`src/rtl/refill_line_buffer.sv`:
```
// Refill line buffer: reorders one WRAP-burst refill into line order, forwards the
// critical word early, tracks per-word arrival and holds the assembled line until acked.
module refill_line_buffer #(
  parameter int LINE_WORDS = 16,
  parameter int DATA_W     = 32,
  parameter int IDX_W      = $clog2(LINE_WORDS)
) (
  input  logic                         i_clk,
  input  logic                         i_rst,
  input  logic                         i_start,
  input  logic [31:0]                  i_start_addr,
  input  logic                         i_beat_valid,
  input  logic [DATA_W-1:0]            i_beat_data,
  input  logic                         i_beat_last,
  output logic                         o_busy,
  output logic                         o_crit_valid,
  output logic [DATA_W-1:0]            o_crit_data,
  output logic [LINE_WORDS-1:0]        o_word_valid,
  output logic                         o_line_valid,
  output logic [31:0]                  o_line_addr,
  output logic [LINE_WORDS*DATA_W-1:0] o_line_data,
  input  logic                         i_line_ack,
  output logic                         o_err
);

  typedef enum logic [1:0] {IDLE, FILL, HOLD, DRAIN} state_t;

  localparam logic [IDX_W-1:0] LAST_CNT  = IDX_W'(LINE_WORDS - 1);
  localparam logic [31:0]      LINE_MASK = 32'(LINE_WORDS * 4 - 1);

  state_t                         state;
  logic [IDX_W-1:0]               ptr;
  logic [IDX_W-1:0]               cnt;
  logic [LINE_WORDS-1:0]          word_valid;
  logic [LINE_WORDS*DATA_W-1:0]   line_data;
  logic [DATA_W-1:0]              crit_data;
  logic [31:0]                    line_addr;
  logic                           crit_valid;
  logic                           line_valid;
  logic                           err;
  logic                           take_start;

  // A start is only taken from IDLE, or from HOLD when the line is acked in the same cycle.
  assign take_start = i_start && ((state == IDLE) || ((state == HOLD) && i_line_ack));

  always_ff @(posedge i_clk) begin
    if (i_rst) begin
      state      <= IDLE;
      ptr        <= '0;
      cnt        <= '0;
      word_valid <= '0;
      line_data  <= '0;
      crit_data  <= '0;
      line_addr  <= '0;
      crit_valid <= 1'b0;
      line_valid <= 1'b0;
      err        <= 1'b0;
    end else begin
      crit_valid <= 1'b0;
      err        <= 1'b0;
      case (state)
        IDLE: begin
          if (i_beat_valid) err <= 1'b1;
        end
        FILL: begin
          if (i_beat_valid) begin
            if (i_beat_last && (cnt != LAST_CNT)) begin
              err        <= 1'b1;
              word_valid <= '0;
              state      <= IDLE;
            end else if (!i_beat_last && (cnt == LAST_CNT)) begin
              err        <= 1'b1;
              word_valid <= '0;
              state      <= DRAIN;
            end else begin
              line_data[int'(ptr)*DATA_W +: DATA_W] <= i_beat_data;
              word_valid[ptr] <= 1'b1;
              ptr             <= ptr + 1'b1;
              cnt             <= cnt + 1'b1;
              if (cnt == '0) begin
                crit_data  <= i_beat_data;
                crit_valid <= 1'b1;
              end
              if (i_beat_last) begin
                line_valid <= 1'b1;
                state      <= HOLD;
              end
            end
          end
        end
        HOLD: begin
          if (i_beat_valid) err <= 1'b1;
          if (i_line_ack) begin
            line_valid <= 1'b0;
            state      <= IDLE;
          end
        end
        DRAIN: begin
          if (i_beat_valid && i_beat_last) state <= IDLE;
        end
        default: state <= IDLE;
      endcase
      // Start overrides the IDLE transition from an acked HOLD for back-to-back refills.
      if (take_start) begin
        line_addr  <= i_start_addr & ~LINE_MASK;
        ptr        <= i_start_addr[IDX_W+1:2];
        cnt        <= '0;
        word_valid <= '0;
        state      <= FILL;
      end
    end
  end

  assign o_busy       = (state != IDLE);
  assign o_crit_valid = crit_valid;
  assign o_crit_data  = crit_data;
  assign o_word_valid = word_valid;
  assign o_line_valid = line_valid;
  assign o_line_addr  = line_addr;
  assign o_line_data  = line_data;
  assign o_err        = err;

endmodule

```
`config.mk`:
```
export PLATFORM = sky130hd
export DESIGN_NAME = refill_line_buffer
export DESIGN_NICKNAME = d
export VERILOG_FILES = /design/src/rtl/refill_line_buffer.sv
export SDC_FILE = /design/constraint.sdc
export NUM_CORES = 1
export LEC_CHECK = 0
export CAP_MARGIN = 20
export CORE_AREA = 8 8 251 253
export CTS_BUF_LIST = sky130_fd_sc_hd__clkbuf_2
export CTS_CLUSTER_SIZE = 25
export DETAILED_ROUTE_END_ITERATION = 10
export DIE_AREA = 0 0 259 261
export PLACE_DENSITY = 0.79
export SYNTH_ARGS = -nofsm -noshare
export SYNTH_HDL_FRONTEND = slang
export SYNTH_SLANG_ARGS = --single-unit
export TNS_END_PERCENT = 20
```
`constraint.sdc`:
```
create_clock -name i_clk -period 4.4 [get_ports i_clk]
set_clock_uncertainty 0.1 [all_clocks]
set_input_delay 0.88 -clock i_clk [delete_from_list [all_inputs] [get_ports i_clk]]
set_output_delay 0.88 -clock i_clk [all_outputs]
set_load 0.005 [all_outputs]
```
==> flow_metrics.tcl, run 1 <==
set metrics [dict create \
    status "finished clean" \
    hold-path-cell-count 3 \
    clock-sinks 599 \
    htreeDepth 4 \
    fillerInstances 5364 \
    worstRegToRegCells 8 \
    detail-route-antenna-nets 0 \
    finalHoldWorstSlack_ns 0.233 \
    finalSetupTns_ns 0 \
    pre_cts_slack_ns 0.352 \
    netlist-cell-type-count 63 \
    via_per_inst 5.80 \
    routed_wire_length_mm 107 \
    port-buffer-count 657 \
    post_cts_resize_count 0 \
    grt_first_pass_wirelength_mm 152 \
    setup_viol 0 \
    detailed_place_hpwl_mm 68.3 \
    rsz0062_at_grt "no" \
    layout.cells.non_filler 4204 \
    reg2reg_to "o_line_data[264]" \
    worstSkewPairLatency_ns 1.29 \
    synth_top_cells_by_area "dfxtp_1 52%, nand2_1 7.3%, a21oi_1 6.6%" \
    power.leakage_nw 11.0 \
    regToRegSetupSlack_ns 0.89 \
    clock.fmax_mhz 285 \
    tritoncts "done" \
    synth_warnings 0 \
    layout_min_cycle_time_ns 3.51 \
    cts-buffers-inserted 152 \
    final.setup.worst_slack_ns 0.890 \
    core_outline_area_um2 59300 \
    placement_rows 90 \
    ys_ff_latch 599 \
    start_util_pct 38.8 \
    crit_type "reg2reg" \
    synth_edf_count 0 \
    cellPowerDensity_nw_per_um2 329 \
    category_of_the_worst_setup_path_capture_point "register" \
    syn-instance-count 2692 \
    dieHeight_um 261 \
    netlist_area_um2 23000 \
    post_route_cells_drive_above_1_share_pct 11.5 \
    worst-path-max-fanout 32 \
    post-synth-top-count-cell "dfxtp_1" \
    synth_top_area_share_pct 52.1 \
    floorplan.die.width_um 259 \
    synth.yosys.seq_area_share_pct 52.1 \
    synth_largest_area_cell "dfxtp_1" \
    fin_crit_sh_pct 79.8 \
    clockRootBuffer "clkbuf_2" \
    peakVddDrop_uv 213 \
    max-cap-violations 0 \
    synth_top_cells_by_count "599 x dfxtp_1, 448 x nand2_1, 302 x a21oi_1" \
    dominantRegCellSynth "dfxtp_1" \
    crit_required_ns 5.51 \
    launch_instance_of_the_worst_min_delay_path "i_beat_data[12]" \
    finalHoldViolations 0 \
    area_growth_synth_to_finish_pct 38.6 \
    track_usage_pct 29.7 \
    total_power_mw 10.5 \
    final_design_area_no_fill_um2 31900 \
    post-route-drc-count 0 \
    finish.utilization_pct 53.8 \
    asyncSetResetFlopFracSynth_pct 0 \
    final-max-slew-violation-count 0 \
    post_dr_wirelength_cell_um 25.4 \
    vias 24400 \
    grt_remaining_overflow 0 \
    max-clock-path-buffers 3 \
    via_count_of_the_first_global_routing_pass 23100 \
    worst_hold_path_class "in2reg" \
    worstPathArrival_ns 4.62 \
    place_congestion 0.851 \
    timing_worst_slew_pin_value_ns 1.04 \
    design.final.nets 3411 \
    floorplan.io_pins 666 \
    fp.dieArea_um2 67600 \
    drt_pass1_iterations 6 \
    drt_iter0_markers 2416 \
    antenna_found_initial 3 \
    min_to "o_line_data[44]" \
    clock_pin_transition_on_the_worst_setup_and_hold_timing_paths_ns 0.09 \
    placedInstanceArea_um2 30200 \
    max_slew_margin_pct 30.7 \
    placed_cells 3915 \
    worst_setup_path_start_kind "register" \
    grt_max_degree 197 \
    avgSynthCellArea_um2 8.56 \
    r2r_start "ptr[1]" \
]
-- placed cells by master, fill, tap and decap left out, types with 4 or more instances in the layout --
master,n
a211oi_1,4
a21oi_1,301
a22o_1,92
a311oi_1,34
a31o_1,8
a31o_2,24
and3_1,7
buf_12,7
buf_2,7
buf_4,82
clkbuf_2,216
clkdlybuf4s50_1,649
clkinv_1,9
conb_1,6
dfxtp_1,599
diode_2,7
dlygate4sd3_1,41
ha_1,11
inv_1,74
inv_6,6
nand2_1,448
nand2b_1,4
nand3_1,224
nand4_1,140
nor2_1,70
nor2_4,4
nor3_1,9
o2111ai_4,4
o21ai_0,160
o2bb2ai_1,4
o311ai_0,32
o41ai_1,32
or4_1,32
-- layout make-up --
cell class | instances | area [um2] | share of cell area (%)
Timing Repair Buffer | 789 | 7750 | 24.3
Clock buffer | 216 | 1080 | 3.39
Sequential cell | 599 | 12000 | 37.6
Antenna cell | 7 | 17.5 | 0.0549
Clock inverter | 24 | 191 | 0.600
Tap cell | 782 | 978 | 3.06
Inverter | 76 | 290 | 0.909
Multi-Input combinational cell | 1711 | 9630 | 30.2
-- worst max-delay path, stage by stage, from the launching register on --
cell      delay (ns)
dfxtp_1         0.62
nor3_1          0.11
ha_1            0.73
buf_4           0.31
nor4b_1         0.53
o2111a_1        0.28
buf_4           0.38
nand3_1         0.14
a21oi_1         0.18
-- worst max-delay path by stage --
stage | start | slack (ns) | to | depth (start not counted)
after floorplan | i_beat_last | 1.71 | o_line_data[460] | 10
after global placement | i_beat_last | 0.45 | o_line_data[175] | 8
after detailed placement | i_beat_last | 0.35 | o_line_data[170] | 8
after CTS | state[0] | 0.74 | o_busy | 2
after global routing | ptr[1] | 0.67 | o_line_data[259] | 8
final | ptr[1] | 0.89 | o_line_data[264] | 8
-- metal layers --
layer	share of wire, %	GRT usage (%)	vias up
met2	46	47.7	1506
li1	-	-	10800
met3	12	10.1	315
met4	5.3	15.3	4
met5	0.025	0	-
met1	37	35.3	11700
-- sequential cells by signal (all words and copies together), names as in the netlist --
register,flops
state,2
o_line_data,512
o_crit_data,32
ptr,4
o_line_valid,1
o_crit_valid,1
o_word_valid,16
cnt,4
o_err,1
o_line_addr,26
-- report_power, final --
group | switching [mW] | total (mW) | leakage (nW) | internal, mW
Clock | 2.36 | 3.76 | 0.981 | 1.39
Sequential | 0.0226 | 5.47 | 4.83 | 5.45
Combinational | 0.991 | 1.28 | 5.15 | 0.289
-- cells by family (layout without fill, tap and decap cells) --
kind of cell	count (synthesis)	after routing	share of synthesized area [%]
other	1	13	0.0163
adder cells (fa/ha/maj)	12	12	0.652
XOR/XNOR	8	8	0.418
AND/OR/NAND/NOR	970	970	19.8
AO/OA/AOI/OAI	715	715	19.9
flip-flops	599	599	52.1
buffers and inverters	387	1105	7.11
-- timing repair --
| action | CTS | global route |
|---|---|---|
| setup buffers | 0 | 0 |
| endpoints found under the hold margin | 159 | 0 |
| hold buffers | 41 | 0 |
(Power assumes the default switching activity.)
==> inputs of run 2 (changes only) <==
--- a/config.mk
+++ b/config.mk
@@ -6,12 +6,12 @@
 export NUM_CORES = 1
 export LEC_CHECK = 0
 export CAP_MARGIN = 20
-export CORE_AREA = 8 8 251 253
+export CORE_AREA = 8 8 254 256
 export CTS_BUF_LIST = sky130_fd_sc_hd__clkbuf_2
 export CTS_CLUSTER_SIZE = 25
 export DETAILED_ROUTE_END_ITERATION = 10
-export DIE_AREA = 0 0 259 261
-export PLACE_DENSITY = 0.79
+export DIE_AREA = 0 0 262 264
+export PLACE_DENSITY = 0.78
 export SYNTH_ARGS = -nofsm -noshare
 export SYNTH_HDL_FRONTEND = slang
 export SYNTH_SLANG_ARGS = --single-unit
==> constraint.sdc (replaced) <==
create_clock -name i_clk -period 3.7 [get_ports i_clk]
set_clock_uncertainty 0.1 [all_clocks]
set_input_delay 0.74 -clock i_clk [delete_from_list [all_inputs] [get_ports i_clk]]
set_output_delay 0.74 -clock i_clk [all_outputs]
set_load 0.005 [all_outputs]
==> run 2 against run 1 <==
Register-to-register slack got worse by 0.59 ns. Die area up 2.3%. Total power grew 21%. Final cell count up 0.76%. Design area rose by 1.1%. First-iteration DRC count shrank 0.50%. Global-route usage down 0.24 points. Fmax increased by 3.3%. Sequential share of layout area down 0.42 points.
==> flow_metrics.tcl, run 2 (same netlist as run 1, synthesis figures left out) <==
set metrics [dict create \
    status "finished clean" \
    fillerInstances 5589 \
    routed_wire_length_mm 108 \
    post_dr_wirelength_cell_um 25.4 \
    drt_iter0_markers 2404 \
    floorplan.io_pins 666 \
    worstSkewPairLatency_ns 1.28 \
    grt_remaining_overflow 0 \
    finish.utilization_pct 53.1 \
    highest-signal-layer "met5" \
    peakVddDrop_uv 245 \
    placedInstanceArea_um2 30400 \
    category_of_the_worst_setup_path_capture_point "register" \
    setup_viol 0 \
    crit_required_ns 4.75 \
    fin_crit_sh_pct 91.8 \
    multi_input_area_um2 9620 \
    rsz0062_at_grt "no" \
    clockRootBuffer "clkbuf_2" \
    worstPathArrival_ns 4.45 \
    wl_met1_mm 41.0 \
    layout_min_cycle_time_ns 3.40 \
    total_power_mw 12.7 \
    cellPowerDensity_nw_per_um2 395 \
    clock-sinks 599 \
    worstRegToRegCells 11 \
    detailed_place_hpwl_mm 69.3 \
    crit_type "reg2reg" \
    start_util_pct 37.9 \
    post_route_cells_drive_above_1_share_pct 11.9 \
    worst-path-max-fanout 23 \
    final-seq-area_um2 12000 \
    max-cap-violations 0 \
    pre_cts_slack_ns 0.190 \
    final.setup.worst_slack_ns 0.302 \
    timing_worst_slew_pin_value_ns 1.13 \
    route.met2.wl_mm 49.1 \
    tritoncts "done" \
    max_slew_margin_pct 24.5 \
    dieHeight_um 264 \
    placed_cells 3937 \
    grt_max_degree 126 \
    clock.fmax_mhz 294 \
    met3_wirelength_mm 12.1 \
    floorplan.die.width_um 262 \
    finalHoldWorstSlack_ns 0.198 \
    area_growth_synth_to_finish_pct 40.2 \
    finalHoldViolations 0 \
    final_design_area_no_fill_um2 32300 \
    via_per_inst 5.76 \
    cts.repair_timing.setup_buffer_count 0 \
    placement_rows 91 \
    detail-route-antenna-nets 0 \
    track_usage_pct 29.5 \
    via_count_of_the_first_global_routing_pass 23100 \
    htreeDepth 4 \
    hold-path-cell-count 4 \
    mostFrequentLayoutCell "clkdlybuf4s50_1" \
    grt_first_pass_wirelength_mm 154 \
    largest_register_ffs 512 \
    antenna_found_initial 6 \
    max-clock-path-buffers 3 \
    design.final.nets 3433 \
    layout.cells.most_common_list "648 x clkdlybuf4s50_1, 599 x dfxtp_1, 448 x nand2_1" \
    cts-buffers-inserted 154 \
    drt_pass1_iterations 8 \
    place_congestion 0.873 \
    finalSetupTns_ns 0 \
    post-route-drc-count 0 \
    clock_pin_transition_on_the_worst_setup_and_hold_timing_paths_ns 0.11 \
    vias 24400 \
    worst_setup_path_start_kind "register" \
    power.leakage_nw 11.1 \
    fp.dieArea_um2 69200 \
    port-buffer-count 657 \
    layout.cells.non_filler 4236 \
    final-max-slew-violation-count 0 \
    core_outline_area_um2 60800 \
    worst_hold_path_class "in2reg" \
]
## run 2: cell count changes in the layout (fill, tap and decap cells not counted), moves of 2 or more
cell | previous run | this run
diode_2 | 7 | 3
inv_6 | 6 | 4
dlygate4sd3_1 | 41 | 46
clkinv_2 | 1 | 3
inv_8 | 3 | 0
clkinv_1 | 9 | 19
bufinv_16 | 1 | 5
buf_12 | 7 | 18
buf_4 | 82 | 88
clkbuf_2 | 216 | 214
## run 2: critical path, stage by stage (launching register included)
cell and delay [ns]:
dfxtp_1 0.35, ha_1 0.22, nand3_1 0.11, inv_1 0.07, ha_1 0.29, and4b_1 0.24, buf_4 0.36, nand3_2 0.50
buf_12 0.35, nand2_1 0.07, a21oi_1 0.05, dlygate4sd3_1 0.58
## run 2: final cells by class
class	count	share of cell area, %
timing repair buffer	809	24.8
multi-input combinational	1711	29.8
tap	790	3.06
clock buffer	214	3.32
inverter	76	0.899
sequential	599	37.1
antenna	3	0.0232
clock inverter	34	0.914
## run 2: what timing repair did
action | 4_1_cts | 5_1_grt
hold endpoints to repair | 204 | 0
hold buffers | 46 | 0
resized for setup | 0 | 0
## run 2: where the power goes
group          internal (mW)  leakage, nW  switching [mW]
logic                  0.370         5.27            1.20
clock network           1.90         1.03            2.78
registers               6.48         4.83          0.0229
total                   8.75         11.1            3.99
## run 2: per-layer routing
metal / up-vias / GRT usage (%)
li1: 10900 / -
met1: 11700 / 35.5
met2: 1481 / 46.2
met3: 321 / 10.1
met4: 2 / 15.5
met5: - / 0
## run 2: final timing paths
path	start	to	slack, ns
max	cnt[0]	o_crit_data[0]	0.30
max reg2reg	cnt[0]	o_crit_data[0]	0.30
min reg2reg	o_line_data[284]	o_line_data[284]	0.35
min	i_beat_data[30]	o_line_data[190]	0.20
